### src/rtl/jtag_master_pkg.sv
// +----------------------------------------------------------------------------+
// | Module      : jtag_master_pkg                                              |
// | Description : Shared types, TMS sequences and width helper for the JTAG    |
// |               master driver.                                               |
// | Revision    : 1.0                                                          |
// +----------------------------------------------------------------------------+
`timescale 1ns/1ps
`default_nettype none

package jtag_master_pkg;

    typedef enum logic [1:0] {
        CMD_RESET   = 2'd0,
        CMD_IR_SCAN = 2'd1,
        CMD_DR_SCAN = 2'd2,
        CMD_IDLE    = 2'd3
    } cmd_type_e;

    typedef enum logic [2:0] {
        ST_AUTO_RST  = 3'd0,
        ST_IDLE      = 3'd1,
        ST_PREAMBLE  = 3'd2,
        ST_SHIFT     = 3'd3,
        ST_POSTAMBLE = 3'd4,
        ST_RESP      = 3'd5,
        ST_IDLE_RUN  = 3'd6
    } state_e;

    // TMS sequences are stored bit0-first: bit0 is driven on the first TCK.
    localparam logic [7:0] c_tms_reset_seq = 8'b0001_1111;
    localparam logic [7:0] c_tms_ir_pre    = 8'b0000_0011;
    localparam logic [7:0] c_tms_dr_pre    = 8'b0000_0001;
    localparam logic [1:0] c_tms_post      = 2'b01;

    function automatic int len_width(input int max_len);
        return $clog2(max_len + 1);
    endfunction

    function automatic logic [7:0] pre_seq(input cmd_type_e t);
        case (t)
            CMD_IR_SCAN: return c_tms_ir_pre;
            CMD_DR_SCAN: return c_tms_dr_pre;
            default:     return c_tms_reset_seq;
        endcase
    endfunction

    function automatic logic [2:0] pre_last(input cmd_type_e t);
        case (t)
            CMD_IR_SCAN: return 3'd3;
            CMD_DR_SCAN: return 3'd2;
            CMD_RESET:   return 3'd5;
            default:     return 3'd0;
        endcase
    endfunction

endpackage

`default_nettype wire

### src/rtl/jtag_master_driver_tck_gen.sv
// +----------------------------------------------------------------------------+
// | Module      : jtag_tck_gen                                                 |
// | Description : TCK divider with run enable; strobes flag the clk edge on    |
// |               which TCK will rise or fall. Parks TCK low when not running. |
// | Revision    : 1.0                                                          |
// +----------------------------------------------------------------------------+
`timescale 1ns/1ps
`default_nettype none

module jtag_tck_gen #(
    parameter int HALF_DIV = 4
) (
    input  logic clk,
    input  logic rst_n_i,
    input  logic run_i,
    output logic tck_o,
    output logic rise_stb_o,
    output logic fall_stb_o
);

    localparam int DW = $clog2(HALF_DIV + 1);
    localparam logic [DW-1:0] c_div_last = DW'(HALF_DIV - 1);

    logic [DW-1:0] div_q, div_d;
    logic          tck_q, tck_d;
    logic          w_edge;

    always_comb begin
        w_edge = run_i && (div_q == c_div_last);
        div_d  = div_q;
        tck_d  = tck_q;
        if (!run_i) begin
            div_d = '0;
            tck_d = 1'b0;
        end else if (w_edge) begin
            div_d = '0;
            tck_d = ~tck_q;
        end else begin
            div_d = div_q + 1'b1;
        end
    end

    always_ff @(posedge clk or negedge rst_n_i) begin
        if (!rst_n_i) begin
            div_q <= '0;
            tck_q <= 1'b0;
        end else begin
            div_q <= div_d;
            tck_q <= tck_d;
        end
    end

    assign tck_o      = tck_q;
    assign rise_stb_o = w_edge & ~tck_q;
    assign fall_stb_o = w_edge &  tck_q;

endmodule

`default_nettype wire

### src/rtl/jtag_master_driver.sv
// +----------------------------------------------------------------------------+
// | Module      : jtag_master_driver                                           |
// | Description : Host-side JTAG master: scan commands in, TCK/TMS/TDI out,    |
// |               captured TDO back as a response. Optional JTAG_MASTER_       |
// |               LOOPBACK_EN adds loopback_i (capture TDI instead of TDO).    |
// | Revision    : 1.0                                                          |
// +----------------------------------------------------------------------------+
`timescale 1ns/1ps
`default_nettype none

module jtag_master_driver
    import jtag_master_pkg::*;
#(
    parameter int MAX_LEN  = 32,
    parameter int HALF_DIV = 4,
    localparam int LW      = len_width(MAX_LEN)
) (
    input  logic               clk,
    input  logic               rst_n_i,
    input  logic               cmd_valid_i,
    output logic               cmd_ready_o,
    input  logic [1:0]         cmd_type_i,
    input  logic [LW-1:0]      cmd_len_i,
    input  logic [MAX_LEN-1:0] cmd_data_i,
    output logic               rsp_valid_o,
    input  logic               rsp_ready_i,
    output logic [MAX_LEN-1:0] rsp_data_o,
    output logic               rsp_err_o,
    output logic               busy_o,
    output logic               tck_o,
    output logic               tms_o,
    output logic               tdi_o,
`ifdef JTAG_MASTER_LOOPBACK_EN
    input  logic               loopback_i,
`endif
    input  logic               tdo_i
);

    state_e             state_q;
    cmd_type_e          type_q;
    logic [LW-1:0]      len_q;
    logic [LW-1:0]      bit_cnt_q;
    logic [2:0]         pre_cnt_q;
    logic [MAX_LEN-1:0] data_q;
    logic [MAX_LEN-1:0] mask_q;
    logic [MAX_LEN-1:0] rsp_data_q;
    logic               tms_q;
    logic               tdi_q;
    logic               cmd_ready_q;
    logic               rsp_valid_q;
    logic               rsp_err_q;
    logic               busy_q;

    logic               w_run;
    logic               w_rise;
    logic               w_fall;
    logic               w_cap;
    logic               w_last_bit;
    logic               w_len_bad;
    logic [7:0]         w_pre_seq;
    logic [2:0]         w_pre_last;

    jtag_tck_gen #(
        .HALF_DIV   (HALF_DIV)
    ) u_tck_gen (
        .clk        (clk),
        .rst_n_i    (rst_n_i),
        .run_i      (w_run),
        .tck_o      (tck_o),
        .rise_stb_o (w_rise),
        .fall_stb_o (w_fall)
    );

    assign w_run = state_q inside {ST_AUTO_RST, ST_PREAMBLE, ST_SHIFT,
                                   ST_POSTAMBLE, ST_IDLE_RUN};

`ifdef JTAG_MASTER_LOOPBACK_EN
    assign w_cap = loopback_i ? tdi_q : tdo_i;
`else
    assign w_cap = tdo_i;
`endif

    assign w_last_bit = (bit_cnt_q == len_q - LW'(1));
    assign w_len_bad  = (cmd_len_i == '0) || (cmd_len_i > LW'(MAX_LEN));
    // Auto-reset runs with type_q parked at CMD_RESET, so it shares the preamble path.
    assign w_pre_seq  = pre_seq(type_q);
    assign w_pre_last = pre_last(type_q);

    // TMS/TDI change on the same clk edge as the TCK fall; TDO is taken on the rise edge.
    always_ff @(posedge clk or negedge rst_n_i) begin
        if (!rst_n_i) begin
            state_q     <= ST_AUTO_RST;
            type_q      <= CMD_RESET;
            len_q       <= '0;
            bit_cnt_q   <= '0;
            pre_cnt_q   <= '0;
            data_q      <= '0;
            mask_q      <= '0;
            rsp_data_q  <= '0;
            tms_q       <= 1'b1;
            tdi_q       <= 1'b0;
            cmd_ready_q <= 1'b0;
            rsp_valid_q <= 1'b0;
            rsp_err_q   <= 1'b0;
            busy_q      <= 1'b1;
        end else begin
            case (state_q)
                ST_AUTO_RST, ST_PREAMBLE: begin
                    if (w_fall) begin
                        if (pre_cnt_q == w_pre_last) begin
                            pre_cnt_q <= '0;
                            if (state_q == ST_AUTO_RST) begin
                                state_q     <= ST_IDLE;
                                busy_q      <= 1'b0;
                                cmd_ready_q <= 1'b1;
                            end else if (type_q == CMD_RESET) begin
                                state_q <= ST_RESP;
                            end else begin
                                state_q   <= ST_SHIFT;
                                bit_cnt_q <= '0;
                                mask_q    <= MAX_LEN'(1);
                                tms_q     <= (len_q == LW'(1));
                                tdi_q     <= data_q[0];
                            end
                        end else begin
                            pre_cnt_q <= pre_cnt_q + 3'd1;
                            tms_q     <= w_pre_seq[pre_cnt_q + 3'd1];
                        end
                    end
                end

                ST_IDLE: begin
                    if (cmd_valid_i && cmd_ready_q) begin
                        cmd_ready_q <= 1'b0;
                        busy_q      <= 1'b1;
                        type_q      <= cmd_type_e'(cmd_type_i);
                        len_q       <= cmd_len_i;
                        data_q      <= cmd_data_i;
                        rsp_data_q  <= '0;
                        rsp_err_q   <= 1'b0;
                        pre_cnt_q   <= '0;
                        bit_cnt_q   <= '0;
                        tdi_q       <= 1'b0;
                        case (cmd_type_e'(cmd_type_i))
                            CMD_IDLE: begin
                                tms_q <= 1'b0;
                                if (cmd_len_i == '0) begin
                                    state_q <= ST_RESP;
                                end else begin
                                    state_q <= ST_IDLE_RUN;
                                end
                            end
                            CMD_RESET: begin
                                state_q <= ST_PREAMBLE;
                                tms_q   <= c_tms_reset_seq[0];
                            end
                            default: begin
                                if (w_len_bad) begin
                                    state_q   <= ST_RESP;
                                    rsp_err_q <= 1'b1;
                                end else begin
                                    state_q <= ST_PREAMBLE;
                                    tms_q   <= 1'b1;
                                end
                            end
                        endcase
                    end
                end

                ST_SHIFT: begin
                    if (w_rise && w_cap) begin
                        rsp_data_q <= rsp_data_q | mask_q;
                    end
                    if (w_fall) begin
                        if (w_last_bit) begin
                            state_q   <= ST_POSTAMBLE;
                            pre_cnt_q <= '0;
                            tms_q     <= c_tms_post[0];
                            tdi_q     <= 1'b0;
                        end else begin
                            bit_cnt_q <= bit_cnt_q + LW'(1);
                            mask_q    <= mask_q << 1;
                            data_q    <= data_q >> 1;
                            tdi_q     <= data_q[1];
                            tms_q     <= ((bit_cnt_q + LW'(1)) == (len_q - LW'(1)));
                        end
                    end
                end

                ST_POSTAMBLE: begin
                    if (w_fall) begin
                        if (pre_cnt_q == 3'd1) begin
                            state_q <= ST_RESP;
                        end else begin
                            pre_cnt_q <= 3'd1;
                            tms_q     <= c_tms_post[1];
                        end
                    end
                end

                ST_IDLE_RUN: begin
                    if (w_fall) begin
                        if (w_last_bit) begin
                            state_q <= ST_RESP;
                        end else begin
                            bit_cnt_q <= bit_cnt_q + LW'(1);
                        end
                    end
                end

                ST_RESP: begin
                    // Entry cycle only raises valid, so valid lands one clk after the last TCK fall.
                    if (!rsp_valid_q) begin
                        rsp_valid_q <= 1'b1;
                    end else if (rsp_ready_i) begin
                        rsp_valid_q <= 1'b0;
                        state_q     <= ST_IDLE;
                        busy_q      <= 1'b0;
                        cmd_ready_q <= 1'b1;
                    end
                end

                default: begin
                    state_q   <= ST_AUTO_RST;
                    type_q    <= CMD_RESET;
                    pre_cnt_q <= '0;
                    tms_q     <= 1'b1;
                    tdi_q     <= 1'b0;
                end
            endcase
        end
    end

    assign cmd_ready_o = cmd_ready_q;
    assign rsp_valid_o = rsp_valid_q;
    assign rsp_data_o  = rsp_data_q;
    assign rsp_err_o   = rsp_err_q;
    assign busy_o      = busy_q;
    assign tms_o       = tms_q;
    assign tdi_o       = tdi_q;

endmodule

`default_nettype wire

### config.mk
export PLATFORM = sky130hd
export DESIGN_NAME = jtag_master_driver
export DESIGN_NICKNAME = d
export VERILOG_FILES = /design/src/rtl/jtag_master_pkg.sv /design/src/rtl/jtag_master_driver_tck_gen.sv /design/src/rtl/jtag_master_driver.sv
export SDC_FILE = /design/constraint.sdc
export NUM_CORES = 1
export LEC_CHECK = 0
export ABC_AREA = 1
export CORE_UTILIZATION = 50
export DETAILED_ROUTE_END_ITERATION = 7
export PLACE_DENSITY = 0.73
export SLEW_MARGIN = 20
export SYNTH_ARGS = -nofsm -noshare
export SYNTH_HDL_FRONTEND = slang
export SYNTH_SLANG_ARGS = --single-unit
export TNS_END_PERCENT = 50
### constraint.sdc
create_clock -name clk -period 4.05 [get_ports clk]
set_input_delay 0.405 -clock clk [delete_from_list [all_inputs] [get_ports clk]]
set_output_delay 0.405 -clock clk [all_outputs]
set_load 0.05 [all_outputs]
==> out/summary.txt <==
Via density: 5.14
Final wirelength: 14300 µm
Critical-path maximum fanout: 64
H-tree lvl count: 4
Post-Route Skew: 0.0107 ns
Worst r2r src: len_q[0]$_DFFE_PN0P_
Max Cap Viol: 0
Die height: 115 µm
Sinks on the clock net: 126
Layout area overhead: 22.0%
GR Util met1: 0.310
CTS Root Cell: clkbuf_16
Layout cell share with drive strength beyond 1: 0.162
# IOs: 84
Worst setup path start: len_q[0]$_DFFE_PN0P_
R2R setup slack: 1.30 ns
Initial antenna violation count: 0
Max-slew headroom: 0.357
Max-slew violations: 0
Worst-Skew Late Latency: 0.42 ns
Post-DRT Antenna Nets: 0
Vias in the first global route: 4969
Crit Path Category: reg -> reg
Unrepaired setup endpoints after global routing: false
Met2 usage: 0.363
CP endpoint kind: register
HPWL Detailed: 9730 µm
CTS max path bufs: 2
Final number of setup-violating endpoints: 0
Cts hold-fix bufs: 0
Power Dens Cells: 609 mW/mm²
Cell count after synthesis: 723
Post-CTS Setup Inserts: 0
PostCTS Resize Cnt: 0
Drc violations: 0
Vias: 5069
Largest net degree at the start of global routing: 80
Synth Area in Compound Gates: 0.128
Clock transition at path regs: 0.06 ns
Worst-margin pin slew: 0.964 ns
Fin. Hold Viols: 0
GRT overflow: 0
FF-to-FF path depth: 13
Leak: 3.80 nW
Main combinational cell family by area after synthesis: simple AND/OR/NAND/NOR gates
Simple-gate share of the synthesized area: 0.238
Avg Synthesized Cell Area: 8.90 µm²
Req. time, crit path: 4.38 ns
TritonCTS clock tree: yes
Worst setup SP type: register
XOR/XNOR Fraction of Synth Area: 0.0163
CP endpoint: mask_q[1]$_DFFE_PN0P_
Mapped Area: 0.00643 mm²
WHS: 0.0451 ns
Register area share after synthesis: 0.491
Adder-Cell Fraction of Synth Area: 0.0214
Period utilization: 0.680
Die area: 0.0133 mm²
Most Crowded Layer GR: met2
FP Rows: 41
Initial Util: 0.512
Fin Setup TNS: 0 ns
Die X: 115 µm
Worst min-delay path class: in -> async
Mux contribution to synthesized area: 0.0467
Number of library cell types mapped by synthesis: 36
Yosys warns: 0
Max rail drop VDD: 0.309 mV
Max Clk Rate: 363 MHz
First-pass GRT wire length: 23900 µm
Placer Congestion: 0.856
Diodes inserted: 0
Worst EP arrival: 3.08 ns
Post-Syn Nets: 779
CTS buffer count: 17
Final min period: 2.75 ns
First-pass DRT Iterations: 4
Core area: 0.0126 mm²
Reg-to-reg critical path endpoint: mask_q[1]$_DFFE_PN0P_
Met3 Use GR: 0.0539
1st-iter DRT viols: 271
Total Nets Final: 858
GRT Util Overall: 0.233
Port bufs: 83
Yosys reg bits: 126
Wire length per cell: 14.5 µm
Status: finished, final reports clean
metal layers:
metal / vias to the layer above / wire (µm)
li1: 2507 / -
met1: 2448 / 6690
met2: 91 / 6810
met3: 23 / 509
met4: 0 / 293
met5: - / 0
how the worst min path moves through the flow:
stage,from,to,depth (start not counted)
final,rst_n_i,len_q[4]$_DFFE_PN0P_,1
after global routing,rst_n_i,len_q[4]$_DFFE_PN0P_,1
after CTS,rst_n_i,len_q[4]$_DFFE_PN0P_,1
after detailed placement,u_tck_gen.div_q[0]$_DFF_PN0_,u_tck_gen.div_q[0]$_DFF_PN0_,1
after global placement,u_tck_gen.div_q[0]$_DFF_PN0_,u_tck_gen.div_q[0]$_DFF_PN0_,1
after floorplan,rst_n_i,bit_cnt_q[0]$_DFFE_PN0P_,0
synthesized netlist by cell type:
| library cell | count | area [µm²] |
|---|---|---|
| ha_1 | 11 | 138 |
| xor2_1 | 9 | 78.8 |
| o211ai_1 | 1 | 7.51 |
| nor2_2 | 4 | 25.0 |
| clkbuf_1 | 7 | 26.3 |
| nand3_4 | 1 | 17.5 |
| o21ai_1 | 7 | 35.0 |
| o21a_1 | 1 | 7.51 |
| xnor2_1 | 3 | 26.3 |
| nor3_1 | 4 | 20.0 |
| nand2_4 | 4 | 45.0 |
| a31oi_1 | 1 | 6.26 |
| nor2_4 | 2 | 22.5 |
| buf_2 | 7 | 35.0 |
| clkbuf_2 | 1 | 5.00 |
| mux2i_1 | 30 | 300 |
| o31ai_1 | 1 | 7.51 |
| buf_4 | 5 | 37.5 |
| nor3_2 | 1 | 10.0 |
| nand3_2 | 3 | 30.0 |
| a21oi_1 | 39 | 195 |
| nor2_8 | 2 | 40.0 |
| nand4_1 | 3 | 18.8 |
| or2_2 | 2 | 12.5 |
| nor4_1 | 1 | 6.26 |
| dfrtp_1 | 124 | 3100 |
| o21ai_2 | 38 | 333 |
| o21ai_0 | 46 | 230 |
| dfstp_2 | 2 | 52.6 |
| nand2_2 | 35 | 219 |
| nand2_1 | 170 | 638 |
| inv_2 | 3 | 11.3 |
| nor2_1 | 60 | 225 |
| nand3_1 | 40 | 200 |
| buf_6 | 8 | 90.1 |
| inv_1 | 47 | 176 |
area by class of cell:
| class | count | area, µm² |
|---|---|---|
| Clock buffer | 21 | 460 |
| Sequential cell | 126 | 3160 |
| Fill cell | 1063 | 4720 |
| Timing Repair Buffer | 88 | 870 |
| Inverter | 50 | 188 |
| Clock inverter | 10 | 66.3 |
| Tap cell | 172 | 215 |
| Multi-Input combinational cell | 519 | 2900 |
where the power goes:
part	leakage (nW)	internal, mW	switching [mW]
logic	1.88	0.559	1.14
clock network	0.247	0.806	0.547
registers	1.68	1.54	0.199
stage by stage:
| stage | setup slack (ns) | std cells | utilization | area (µm²) | power (mW) |
|---|---|---|---|---|---|
| 3_3_place_gp | 1.40 | 955 | 0.582 | 7320 | 3.39 |
| 4_1_cts | 1.27 | 986 | 0.624 | 7850 | 4.82 |
| 3_5_place_dp | 1.29 | 955 | 0.582 | 7320 | 3.44 |
| 2_1_floorplan | 2.14 | 723 | - | 6430 | 3.04 |
| 5_1_grt | 1.01 | 986 | 0.625 | 7850 | 5.13 |
| 6_report | 1.30 | 986 | 0.625 | 7850 | 4.78 |
state kept, by name, indices dropped and copies added (netlist names):
signal / count
pre_cnt_q: 3
busy_o: 1
u_tck_gen.div_q: 3
len_q: 6
rsp_valid_o: 1
cmd_ready_o: 1
bit_cnt_q: 6
tms_o: 1
type_q: 2
rsp_err_o: 1
data_q: 32
tdi_o: 1
u_tck_gen.tck_o: 1
rsp_data_o: 32
mask_q: 32
state_q: 3
layout by cell type, fill, tap and decap left out, types with 2 or more instances in the layout:
cell | netlist | final
a21oi_1 | 39 | 39
buf_4 | 5 | 5
clkbuf_1 | 7 | 2
clkbuf_16 | 0 | 17
clkbuf_8 | 0 | 2
clkdlybuf4s50_1 | 0 | 82
clkinv_2 | 0 | 4
clkinvlp_4 | 0 | 5
dfrtp_1 | 124 | 124
dfstp_2 | 2 | 2
ha_1 | 11 | 11
inv_1 | 47 | 47
inv_2 | 3 | 3
mux2i_1 | 30 | 30
nand2_1 | 170 | 170
nand2_2 | 35 | 35
nand2_4 | 4 | 4
nand3_1 | 40 | 40
nand3_2 | 3 | 3
nand4_1 | 3 | 3
nor2_1 | 60 | 60
nor2_2 | 4 | 4
nor2_4 | 2 | 2
nor2_8 | 2 | 2
nor3_1 | 4 | 4
o21ai_0 | 46 | 46
o21ai_1 | 7 | 7
o21ai_2 | 38 | 38
or2_2 | 2 | 2
xnor2_1 | 3 | 3
xor2_1 | 9 | 9
cell families after synthesis:
kind of cell	Yosys count
adder cells (fa/ha/maj)	11
XOR/XNOR	12
AO/OA/AOI/OAI	134
multiplexers	30
flip-flops	126
buffers and inverters	78
AND/OR/NAND/NOR	332
critical path: stages, from the launching register on:
cell and delay (ns):
dfrtp_1 0.36, inv_1 0.09, ha_1 0.28, inv_1 0.10, nand2_1 0.07, nand3_1 0.09, nand2_1 0.07, nor2_1 0.10
nand2_1 0.07, nor2_2 0.19, nand3_2 0.19, nand2_4 0.78, nand2_1 0.15, o21ai_2 0.10
Power figures use the tool's default switching activity.
